File: config.mk
export PLATFORM = sky130hd
export DESIGN_NAME = instruction_fetch_unit
export DESIGN_NICKNAME = d
export VERILOG_FILES = /design/src/rtl/instruction_fetch_unit_pkg.sv /design/src/rtl/instruction_memory.sv /design/src/rtl/instruction_fetch_unit.sv
export SDC_FILE = /design/constraint.sdc
export NUM_CORES = 1
export LEC_CHECK = 0
export BUFFER_PORTS_ARGS = -buffer_cell sky130_fd_sc_hd__buf_2
export CORE_AREA = 2 2 102 104
export CTS_CLUSTER_DIAMETER = 30
export DETAILED_ROUTE_END_ITERATION = 10
export DIE_AREA = 0 0 104 106
export HOLD_SLACK_MARGIN = 0.08
export PLACE_DENSITY = 0.69
export SETUP_SLACK_MARGIN = 0.4
export SLEW_MARGIN = 20
export SYNTH_ARGS = -nofsm -noshare
export SYNTH_HDL_FRONTEND = slang
export SYNTH_SLANG_ARGS = --single-unit
File: constraint.sdc
create_clock -name clk -period 1.35 [get_ports clk]
set_input_delay 0.135 -clock clk [delete_from_list [all_inputs] [get_ports clk]]
set_output_delay 0.135 -clock clk [all_outputs]
set_load 0.05 [all_outputs]
File: src/rtl/instruction_fetch_unit_pkg.sv
// rtl/instruction_fetch_unit_pkg.sv - shared fetch/decode constants and FSM state encoding
package instruction_fetch_unit_pkg;

    typedef enum logic {
        ST_RUN    = 1'b0,
        ST_HALTED = 1'b1
    } fetch_state_t;

    localparam logic [31:0] DEFAULT_NOP_INSTR = 32'h0000_0013;
    localparam logic [31:0] HALT_SENTINEL     = 32'h0000_0000;

    function automatic logic is_halt_word(input logic [31:0] word);
        return word == HALT_SENTINEL;
    endfunction

endpackage

File: src/rtl/instruction_memory.sv
// rtl/instruction_memory.sv - word-addressed instruction ROM with combinational read
module instruction_memory #(
    parameter int                      DEPTH = 64,
    parameter logic [32*DEPTH-1:0]     INIT  = '0
) (
    input  logic [$clog2(DEPTH)-1:0] addr,
    output logic [31:0]              rdata
);

    // Contents are fixed at elaboration from the packed image; reset never touches them.
    logic [31:0] mem [DEPTH];

    for (genvar i = 0; i < DEPTH; i++) begin : g_word
        assign mem[i] = INIT[32*i +: 32];
    end

    assign rdata = mem[addr];

endmodule

File: src/rtl/instruction_fetch_unit.sv
// rtl/instruction_fetch_unit.sv - PC, run/halt FSM and IF/ID register
module instruction_fetch_unit
    import instruction_fetch_unit_pkg::*;
#(
    parameter int                        IMEM_DEPTH = 64,
    parameter logic [63:0]               RESET_PC   = 64'h0,
    parameter logic [31:0]               NOP_INSTR  = DEFAULT_NOP_INSTR,
    parameter logic [32*IMEM_DEPTH-1:0]  IMEM_INIT  = '0
) (
    input  logic        clk,
    input  logic        reset,
    input  logic        stall,
    input  logic        branch_taken,
    input  logic [63:0] branch_target,
    output logic [31:0] if_id_instruction,
    output logic [63:0] if_id_pc,
    output logic        if_id_valid,
    output logic [63:0] pc,
    output logic        halted,
    output logic        misaligned,
    output logic [31:0] fetch_count
);

    localparam int AW = $clog2(IMEM_DEPTH);

    fetch_state_t state;
    logic [31:0]  fetch_word;

    // Upper PC bits are dropped so fetches wrap modulo the memory size.
    instruction_memory #(
        .DEPTH (IMEM_DEPTH),
        .INIT  (IMEM_INIT)
    ) u_imem (
        .addr  (pc[AW+1:2]),
        .rdata (fetch_word)
    );

    assign halted = (state == ST_HALTED);

    always_ff @(posedge clk) begin
        if (reset) begin
            state             <= ST_RUN;
            pc                <= RESET_PC;
            if_id_instruction <= NOP_INSTR;
            if_id_pc          <= 64'h0;
            if_id_valid       <= 1'b0;
            misaligned        <= 1'b0;
            fetch_count       <= 32'h0;
        end else begin
            case (state)
                ST_RUN: begin
                    if (branch_taken) begin
                        pc                <= {branch_target[63:2], 2'b00};
                        if_id_instruction <= NOP_INSTR;
                        if_id_valid       <= 1'b0;
                        if (branch_target[1:0] != 2'b00) begin
                            misaligned <= 1'b1;
                        end
                    end else if (!stall) begin
                        if (is_halt_word(fetch_word)) begin
                            state             <= ST_HALTED;
                            if_id_instruction <= NOP_INSTR;
                            if_id_valid       <= 1'b0;
                        end else begin
                            if_id_instruction <= fetch_word;
                            if_id_pc          <= pc;
                            if_id_valid       <= 1'b1;
                            pc                <= pc + 64'd4;
                            fetch_count       <= fetch_count + 32'd1;
                        end
                    end
                end
                default: begin
                    // Halted: everything frozen until reset.
                end
            endcase
        end
    end

endmodule

* Word level (Yosys, flattened, before mapping)
Memories as Yosys holds them, arrays and structs flattened.
Index checks and enable logic that the tools add are counted.
** Storage, ports and cells
- Input bits :: 68
- Output and inout port bits :: 195
- Memories :: 1
- Word-level logic and storage cells :: 39
- Bits in read-only memories :: 2048
- Bits in registers :: 195
** Operators by class
- Reduce and logical (&&, ||, !) cells :: 6
- $lt $le $gt $ge :: 1
- $add $sub $neg :: 2
- Equal/unequal tests :: 2
- Bitwise operators :: 5
- Multiplexer cells :: 15
** Memory list
- (no name shown) :: words 64, bits a word 32, rd ports 1, clocked after Yosys merged registers in 0, wr ports 0, line instruction_memory.sv:17 : assign rdata = mem[addr];
** Operator list (count)
- 64-bit two-way mux :: 3
- 32-bit two-way mux :: 5
- 64-bit by 3-bit adder with 64-bit output, second input constant :: 1
- 32-bit by 1-bit adder with 32-bit output, second input constant :: 1
- 32-bit logical NOT :: 1
- 7-bit >= comparator, second input constant :: 1
- 1-bit two-way mux :: 7
- 6-bit NOT with 7-bit output :: 1
- 3-bit AND reduction :: 2
- 1-bit NOT :: 4
- 4-bit AND reduction :: 1
- 2-bit by 1-bit != test with 1-bit output, second input constant :: 1
- 2-bit != test, second input constant :: 1
- 2-bit AND reduction :: 1
- 2-bit nonzero test :: 1

* Longest topological paths before layout
Gate-level depths: netlist of the first run.
- Depth in word-level cells :: 9
- Gate-level depth with buffers :: 5

* Modules after synthesis
A second synthesis of the first run with hierarchy kept.
** Second synthesis, totals
- Cell total of the unflattened synthesis :: 1211
- Area total of the unflattened synthesis :: 9290.2 µm²
** Modules (own cells, without submodules)
- instruction_fetch_unit :: instances 1, area an instance 9046.2 µm², seq. area each 3823.7 µm², cells each 1178
- instruction_memory :: instances 1, area an instance 244.0 µm², seq. area each 0.0 µm², cells each 33

* Least setup slack after synthesis of the first run
Ideal clock, no wire load.
- Path type :: register -> register
- Start :: register state, in the netlist halted
- End :: register pc[44]
- Arrival time :: 1.293 ns
- Cell stages (with the launch flop) :: 6
- Path buffers :: 2
- Path slack :: -0.014 ns
- Path through :: dfxtp_1 -> nand2b_1 -> buf_4 -> buf_2 -> nand2_1 -> a21oi_1
** On the way
- Longest elaborated chain between the ends :: 2
** Ends and longest elaborated chain
- start: declaration :: line instruction_fetch_unit.sv:26 : fetch_state_t state;
- start signal: assignment :: line instruction_fetch_unit.sv:42 : state <= ST_RUN;
- start signal: assignment :: line instruction_fetch_unit.sv:61 : state <= ST_HALTED;
- 1-bit NOT (no source line)
- 3-bit AND reduction (no source line)
- end signal: assignment :: line instruction_fetch_unit.sv:53 : pc <= {branch_target[63:2], 2'b00};
- end signal: assignment :: line instruction_fetch_unit.sv:68 : pc <= pc + 64'd4;
- end: declaration :: line instruction_fetch_unit.sv:18 : output logic [63:0] pc,
No other way between the ends.
A chain may end at the register's enable or synchronous reset.

* Worst setup path after layout of the first run
- Start :: register state, in the netlist halted
- End :: register pc[51]
Same word-level chain as after synthesis.

==> results.json, run 1 <==
{
  "status": "completed",
  "synth_top_cell_area_share_pct": 39.7,
  "crit_type": "register to register",
  "cpPeakStageDelay_ps": 360,
  "drive_gt1_share_pct": 39.6,
  "grt_antenna_before_repair": 0,
  "synth_area_um2": 3230,
  "vias_per_cell": 3.91,
  "syn_avg_cell_area_um2": 7.83,
  "crit_chain": "nor2b_4 -> buf_12 -> clkbuf_16 -> nand2_2 -> a21oi_1",
  "synthTopCellsByArea": "dfxtp_1 40%, buf_4 31%, nand2_1 14%",
  "grt_first_pass_wirelength_um": 13600,
  "area_delta_synth_final_pct": 66.8,
  "finalCritPeriodShare_pct": 81.3,
  "grt_pass1_vias": 2664,
  "rows": 37,
  "layout_common_cells": "131 x conb_1, 115 x nand2_1, 67 x buf_2",
  "maxCapViolCount": 0,
  "finalNonFillerCells": 765,
  "wire_per_inst_um": 13.4,
  "cp_top_family": "flip-flops",
  "finClkSkew_ps": 13.1,
  "cts_tree": "done",
  "ir_drop_v": 0.000542,
  "clk_latency_ps": 330,
  "regArea_um2": 1370,
  "synth-seq-cells": 64,
  "cts_max_level": 3,
  "max_freq_ghz": 0.911,
  "grt_max_degree": 65,
  "worstHoldStart": "branch_taken",
  "dpl.hpwl_um": 4920,
  "io_pins": 263,
  "critPathRequiredTime_ps": 1590,
  "die_w_um": 104,
  "rr_worst_depth": 5,
  "port_buffers": 131,
  "root_buffer": "clkbuf_8",
  "powerDensity_nw_per_um2": 1110,
  "via_count": 2993,
  "layout.nets": 692,
  "finalHoldViolCount": 0,
  "fin_ws_ps": 252,
  "final_util_pct": 53.8,
  "cp_slowest_cell": "dfxtp_4",
  "drc_errors": 0,
  "rsz0062_at_grt": "yes",
  "cts_made_buffers": 9,
  "min_path_type": "input port to register",
  "period_needed_ps": 1100,
  "critPathBufInv": 2,
  "drt_iter0_drc": 97,
  "ys_seq_area_share_pct": 39.7,
  "synth.distinct_cells": 14,
  "multi_input_area_um2": 1350,
  "final_area_um2": 5380,
  "dr.pass1.iters": 4,
  "antenna_left": 0,
  "tns_ps": 0,
  "maxSlewViolCount": 0,
  "grt.total_usage_pct": 15.7,
  "dp_slack_ps": 303,
  "leakage_nw": 2.56,
  "cp-end-kind": "register",
  "place_congestion": 0.734,
  "core_um2": 10000,
  "grt_overflow": 0,
  "yosysTopAreaCell": "dfxtp_1",
  "clock_path_buffers": 2,
  "layout_commonest_cell": "conb_1",
  "clk_pin_slew_ps": 60,
  "die-area_um2": 11000,
  "cts.sinks": 64,
  "setup_viol": 0,
  "place_area_um2": 3530,
  "synth_cells": 412,
  "cp_max_fo": 8,
  "start_kind": "register",
  "hold_ws_ps": 143,
  "diodes": 0,
  "die_y_um": 106,
  "timing.rr.end": "pc[51]$_SDFFE_PP0P_",
  "fillers": 907,
  "holdPathEnd": "halted$_SDFF_PP0_",
  "initial_core_util_pct": 32.3,
  "placed_cells": 661,
  "wl_um": 10300,
  "worstHoldPathCells": 4,
  "crit_arrival_ps": 1340,
  "yosysWarnings": 0,
  "r2r_slack_ps": 250,
  "r2r_start": "halted$_SDFF_PP0_",
  "total_power_mw": 5.97
}
## area by class of cell
cell class                 count  area share [%]
timing repair buffer         224            43.0
sequential                    64            25.4
multi-input combinational    324            25.1
tap                          136            3.16
clock buffer                  12            2.51
clock inverter                 4           0.837
inverter                       1          0.0698
## worst register-to-register path: cells and delay by family (launching register included)
family          cells  cell delay [ps]
compound gates      1              150
buf+inv             2              320
simple gates        2              190
flops               1              360
## where the power goes
part	internal, mW	switching [mW]	leakage (nW)
Sequential	2.03	0.103	0.551
Combinational	0.697	1.57	1.91
Clock	0.847	0.728	0.0941
Total	3.57	2.40	2.56
## routing by layer
layer,global-route usage [%],up-vias,share of wire (%)
li1,-,1448,-
met2,27.9,168,53
met3,5.82,10,8.0
met1,17.8,1367,38
met4,3.67,0,0.92
met5,0,-,0
## synth_stat cells
cell type	count
buf_4	133
nand2_1	124
dfxtp_1	64
a21oi_1	63
buf_2	7
buf_6	6
clkbuf_1	5
nor2_1	3
conb_1	2
buf_1	1
inv_1	1
nand2b_1	1
nor2b_1	1
o21ai_0	1
## worst max-delay path by stage
stage,start,to,slack [ps],cells after the start
global route,halted$_SDFF_PP0_,pc[20]$_SDFFE_PP0P_,210,5
finish,halted$_SDFF_PP0_,pc[51]$_SDFFE_PP0P_,250,5
global placement,halted$_SDFF_PP0_,misaligned$_SDFFE_PP0P_,330,4
CTS,halted$_SDFF_PP0_,halted,300,1
detailed placement,halted$_SDFF_PP0_,pc[58]$_SDFFE_PP0P_,300,4
floorplan,halted$_SDFF_PP0_,pc[44]$_SDFFE_PP0P_,290,5
## cell families after synthesis
| group | count (synthesis) | synth area share (%) |
|---|---|---|
| buffers and inverters | 153 | 34.9 |
| and+or+nand+nor | 129 | 15.2 |
| AOI/OAI and AO/OA | 64 | 9.93 |
| DFF | 64 | 39.7 |
| other | 2 | 0.233 |
## flip-flops by register name, indices dropped and copies added (netlist names)
name,cells
pc,62
misaligned,1
halted,1
## repair_timing
action,in CTS,in global routing
hold endpoints to repair,64,0
cloned,0,8
setup buffers,1,14
setup endpoints to repair,127,127
hold buffers,65,0
gates resized for setup,225,35
pin swaps,0,0
Power figures use the tool's default switching activity.
==> inputs of run 2 (changes only) <==
--- a/config.mk
+++ b/config.mk
@@ -11,7 +11,7 @@
 export DETAILED_ROUTE_END_ITERATION = 10
 export DIE_AREA = 0 0 104 106
 export HOLD_SLACK_MARGIN = 0.08
-export PLACE_DENSITY = 0.69
+export PLACE_DENSITY = 0.72
 export SETUP_SLACK_MARGIN = 0.4
 export SLEW_MARGIN = 20
 export SYNTH_ARGS = -nofsm -noshare
==> constraint.sdc (replaced) <==
create_clock -name clk -period 0.9 [get_ports clk]
set_input_delay 0.09 -clock clk [delete_from_list [all_inputs] [get_ports clk]]
set_output_delay 0.09 -clock clk [all_outputs]
set_load 0.05 [all_outputs]
==> results.json, run 2 (same netlist as run 1, synthesis figures left out) <==
{
  "finalCritPeriodShare_pct": 125,
  "drt_iter0_drc": 76,
  "rows": 37,
  "area_delta_synth_final_pct": 60.8,
  "fin_ws_ps": -222,
  "violations": "hold timing, setup timing",
  "finalHoldViolCount": 45,
  "maxCapViolCount": 0,
  "wl_met3_um": 735,
  "hold_ws_ps": -27.5,
  "r2r_start": "halted$_SDFF_PP0_",
  "cts_made_buffers": 9,
  "diodes": 0,
  "vias_per_cell": 3.99,
  "leakage_nw": 2.37,
  "critPathRequiredTime_ps": 1160,
  "die-area_um2": 11000,
  "drc_errors": 0,
  "die_w_um": 104,
  "wl_um": 9080,
  "port_buffers": 131,
  "crit_chain": "nor2b_4 -> buf_6 -> buf_12 -> nand2_4 -> a21oi_2",
  "maxSlewViolCount": 0,
  "cp_top_family": "flip-flops",
  "setup_viol": 127,
  "dr.pass1.iters": 4,
  "grt_antenna_before_repair": 0,
  "powerDensity_nw_per_um2": 1690,
  "ir_drop_v": 0.000795,
  "via_count": 2769,
  "cpPeakStageDelay_ps": 360,
  "clk_pin_slew_ps": 70,
  "largest_reg_flops": 62,
  "startpoint": "halted$_SDFF_PP0_",
  "tns_ps": -11970,
  "cts_tree": "done",
  "min_path_type": "input port to register",
  "core_um2": 10000,
  "cts_max_level": 3,
  "wl_met1_um": 3390,
  "period_needed_ps": 1120,
  "dpl.hpwl_um": 5100,
  "cp_slowest_cell": "dfxtp_4",
  "wl_met2_um": 4780,
  "drive_gt1_share_pct": 55.7,
  "finalNonFillerCells": 694,
  "antenna_left": 0,
  "grt_max_degree": 37,
  "clk_latency_ps": 340,
  "crit_type": "register to register",
  "root_buffer": "clkbuf_8",
  "finClkSkew_ps": 10.1,
  "final_util_pct": 51.9,
  "top_register": "pc",
  "status": "complete, but fails checks",
  "die_y_um": 106,
  "layout_common_cells": "131 x conb_1, 85 x nand2_1, 67 x buf_2",
  "initial_core_util_pct": 32.3,
  "io_pins": 263,
  "grt.total_usage_pct": 13.9,
  "crit_arrival_ps": 1380,
  "cts.sinks": 64,
  "grt_first_pass_wirelength_um": 12100,
  "worstHoldStart": "branch_target[50]",
  "placed_cells": 664,
  "top_layer": "met4",
  "rsz0062_at_grt": "yes",
  "max_freq_ghz": 0.891,
  "layout.nets": 621,
  "cp-end-kind": "register",
  "start_kind": "register",
  "clock_path_buffers": 2,
  "layout_commonest_cell": "conb_1",
  "grt_overflow": 0,
  "cp_max_fo": 7,
  "grt_pass1_vias": 2501,
  "wire_per_inst_um": 13.1,
  "critPathBufInv": 2,
  "place_congestion": 0.724
}
[run 2: cell types whose count changed in the layout (fill, tap and decap cells not counted), sizes merged]
cell	before	now
clkbuf	18	16
dlygate4sd3	65	0
clkinv	3	4
buf	153	148
[run 2: path summary, 6_finish.rpt]
check,to,slack [ps],cells after the start
worst max-delay path,pc[33]$_SDFFE_PP0P_,-220,5
worst min-delay path,pc[50]$_SDFFE_PP0P_,-30,3
worst max register to register,pc[33]$_SDFFE_PP0P_,-220,5
worst min register to register,pc[16]$_SDFFE_PP0P_,480,2
[run 2: per-stage QoR]
step                instance area [um2]  hold WS, ps  setup slack, ps  power [mW]
floorplan                          4000          220             -150        5.73
global placement                   3800          324            -97.4        5.64
detailed placement                 3800          332             -161        5.67
CTS                                4710        -46.4             -176        8.49
global route                       5190        -46.8             -265        9.11
finish                             5190        -27.5             -222        8.74
[run 2: layer usage]
metal	vias to the layer above	global-route usage [%]
met5	-	0
met3	15	4.78
met2	163	25.0
met1	1279	14.9
met4	0	5.50
li1	1312	-
[run 2: layout make-up]
cell class              instances  area [um2]
well taps                     136         170
clock buffers                  11         131
multi-input cells             324        1630
flip-flops and latches         64        1520
clock inverters                 5        47.5
inverters                       1        3.75
repair buffers                153        1690
fillers                       883        4810
[run 2: worst min-delay path, delay by kind of cell]
kind | cells | cell delay [ps]
buf+inv | 1 | 100
simple gates | 1 | 50
compound gates | 1 | 40
[run 2: report_power, final]
group / internal, mW / switching, mW / total [mW] / leakage, nW
clock network: 1.25 / 1.05 / 2.30 / 0.0922
logic: 0.943 / 2.41 / 3.35 / 1.70
registers: 2.94 / 0.155 / 3.09 / 0.570
total: 5.14 / 3.61 / 8.74 / 2.37
[run 2: what timing repair did]
item                                   in CTS  in global routing
cloned                                      2                  6
setup endpoints to repair                 128                128
buffers inserted                            3                  3
endpoints found under the hold margin      64                 64
resized for setup                         197                 94
pin swaps                                   1                 54
==> inputs of run 3 (changes only) <==
--- a/config.mk
+++ b/config.mk
@@ -11,7 +11,7 @@
 export DETAILED_ROUTE_END_ITERATION = 10
 export DIE_AREA = 0 0 104 106
 export HOLD_SLACK_MARGIN = 0.08
-export PLACE_DENSITY = 0.72
+export PLACE_DENSITY = 0.69
 export SETUP_SLACK_MARGIN = 0.4
 export SLEW_MARGIN = 20
 export SYNTH_ARGS = -nofsm -noshare
==> constraint.sdc (replaced) <==
create_clock -name clk -period 1.1 [get_ports clk]
set_input_delay 0.11 -clock clk [delete_from_list [all_inputs] [get_ports clk]]
set_output_delay 0.11 -clock clk [all_outputs]
set_load 0.05 [all_outputs]
==> results.json, run 3 (same netlist as run 1, synthesis figures left out) <==
{
  "grt.total_usage_pct": 16.5,
  "die_y_um": 106,
  "layout.nets": 685,
  "wl_um": 9720,
  "regArea_um2": 1360,
  "grt_first_pass_wirelength_um": 14300,
  "port_buffers": 131,
  "drc_errors": 0,
  "top_register": "pc",
  "setup_viol": 0,
  "critPathRequiredTime_ps": 1370,
  "cts_made_buffers": 9,
  "crit_arrival_ps": 1360,
  "die-area_um2": 11000,
  "total_power_mw": 7.89,
  "grt_overflow": 0,
  "max_freq_ghz": 0.910,
  "root_buffer": "clkbuf_8",
  "fillers": 843,
  "start_kind": "register",
  "crit_type": "register to register",
  "wire_per_inst_um": 12.8,
  "hold_ws_ps": 83.6,
  "powerDensity_nw_per_um2": 1470,
  "maxCapViolCount": 0,
  "r2r_start": "halted$_SDFF_PP0_",
  "final_area_um2": 5350,
  "grt_max_degree": 65,
  "finalNonFillerCells": 758,
  "diodes": 0,
  "vias_per_cell": 4.01,
  "rr_worst_depth": 5,
  "grt_antenna_before_repair": 0,
  "place_area_um2": 3610,
  "cts.sinks": 64,
  "drt_iter0_drc": 107,
  "cp_max_fo": 9,
  "multi_input_area_um2": 1320,
  "dp_slack_ps": 40.0,
  "antenna_left": 0,
  "area_delta_synth_final_pct": 65.9,
  "crit_end": "pc[31]$_SDFFE_PP0P_",
  "cts_max_level": 3,
  "drive_gt1_share_pct": 38.1,
  "die_w_um": 104,
  "core_um2": 10000,
  "r2r_slack_ps": 0.6,
  "maxSlewViolCount": 0,
  "io_pins": 263,
  "rsz0062_at_grt": "yes",
  "timing.rr.end": "pc[31]$_SDFFE_PP0P_",
  "fin_ws_ps": 0.597,
  "grt_pass1_vias": 2937,
  "worstHoldPathCells": 4,
  "largest_reg_flops": 62,
  "min_path_type": "input port to register",
  "finClkSkew_ps": 13.1,
  "ir_drop_v": 0.000840,
  "initial_core_util_pct": 32.3,
  "cp-end-kind": "register",
  "layout_commonest_cell": "conb_1",
  "placed_cells": 661,
  "finalCritPeriodShare_pct": 99.9,
  "rows": 37,
  "status": "completed",
  "clk_latency_ps": 350,
  "startpoint": "halted$_SDFF_PP0_",
  "clock_path_buffers": 2,
  "dpl.hpwl_um": 4970,
  "place_congestion": 0.752,
  "period_needed_ps": 1100,
  "leakage_nw": 2.54,
  "clk_pin_slew_ps": 80,
  "via_count": 3043,
  "cts_tree": "done",
  "finalHoldViolCount": 0,
  "dr.pass1.iters": 4,
  "layout_common_cells": "131 x conb_1, 124 x nand2_1, 67 x buf_2"
}
-- run 3: how the worst min path moves through the flow --
stage / from / to / slack [ps]
floorplan: branch_target[10] / pc[10]$_SDFFE_PP0P_ / 240
global placement: branch_target[63] / pc[63]$_SDFFE_PP0P_ / 350
detailed placement: branch_target[43] / pc[43]$_SDFFE_PP0P_ / 350
CTS: branch_target[1] / misaligned$_SDFFE_PP0P_ / 30
global route: branch_target[1] / misaligned$_SDFFE_PP0P_ / 120
finish: branch_taken / halted$_SDFF_PP0_ / 80
-- run 3: repair_timing --
action,4_1_cts,5_1_grt
cloned,2,2
setup buffers,8,5
hold buffers,64,0
endpoints found under the setup margin,127,128
endpoints found under the hold margin,64,0
gates resized for setup,164,32
-- run 3: through the flow --
step,setup TNS (ps),util [%]
finish,0,53.5
global route,-660,53.5
CTS,0,51.5
detailed placement,0,36.1
global placement,0,36.1
floorplan,0,-
-- run 3: metal layers --
| layer | track usage, % | part of all wire [%] |
|---|---|---|
| met1 | 14.6 | 32 |
| met2 | 33.0 | 56 |
| met3 | 4.41 | 7.2 |
| met4 | 9.65 | 4.1 |
| met5 | 0 | 0 |
-- run 3: cell type report --
type | instances | area share, %
clock buffer | 10 | 2.57
clock inverter | 6 | 2.15
inverter | 1 | 0.0701
multi-input combinational | 324 | 24.7
sequential | 64 | 25.5
tap | 136 | 3.18
timing repair buffer | 217 | 41.8
-- run 3: power by group --
group	leakage, nW	switching [mW]	internal, mW
clock	0.123	0.973	1.58
sequential	0.551	0.128	2.49
combinational	1.87	1.90	0.825
total	2.54	3.00	4.89
-- run 3: worst max-delay path: stages (launching register included) --
cell       delay (ps)
dfxtp_4           360
nor2b_4           130
buf_4             150
clkbuf_16         160
nand2_1            60
a21oi_1           150
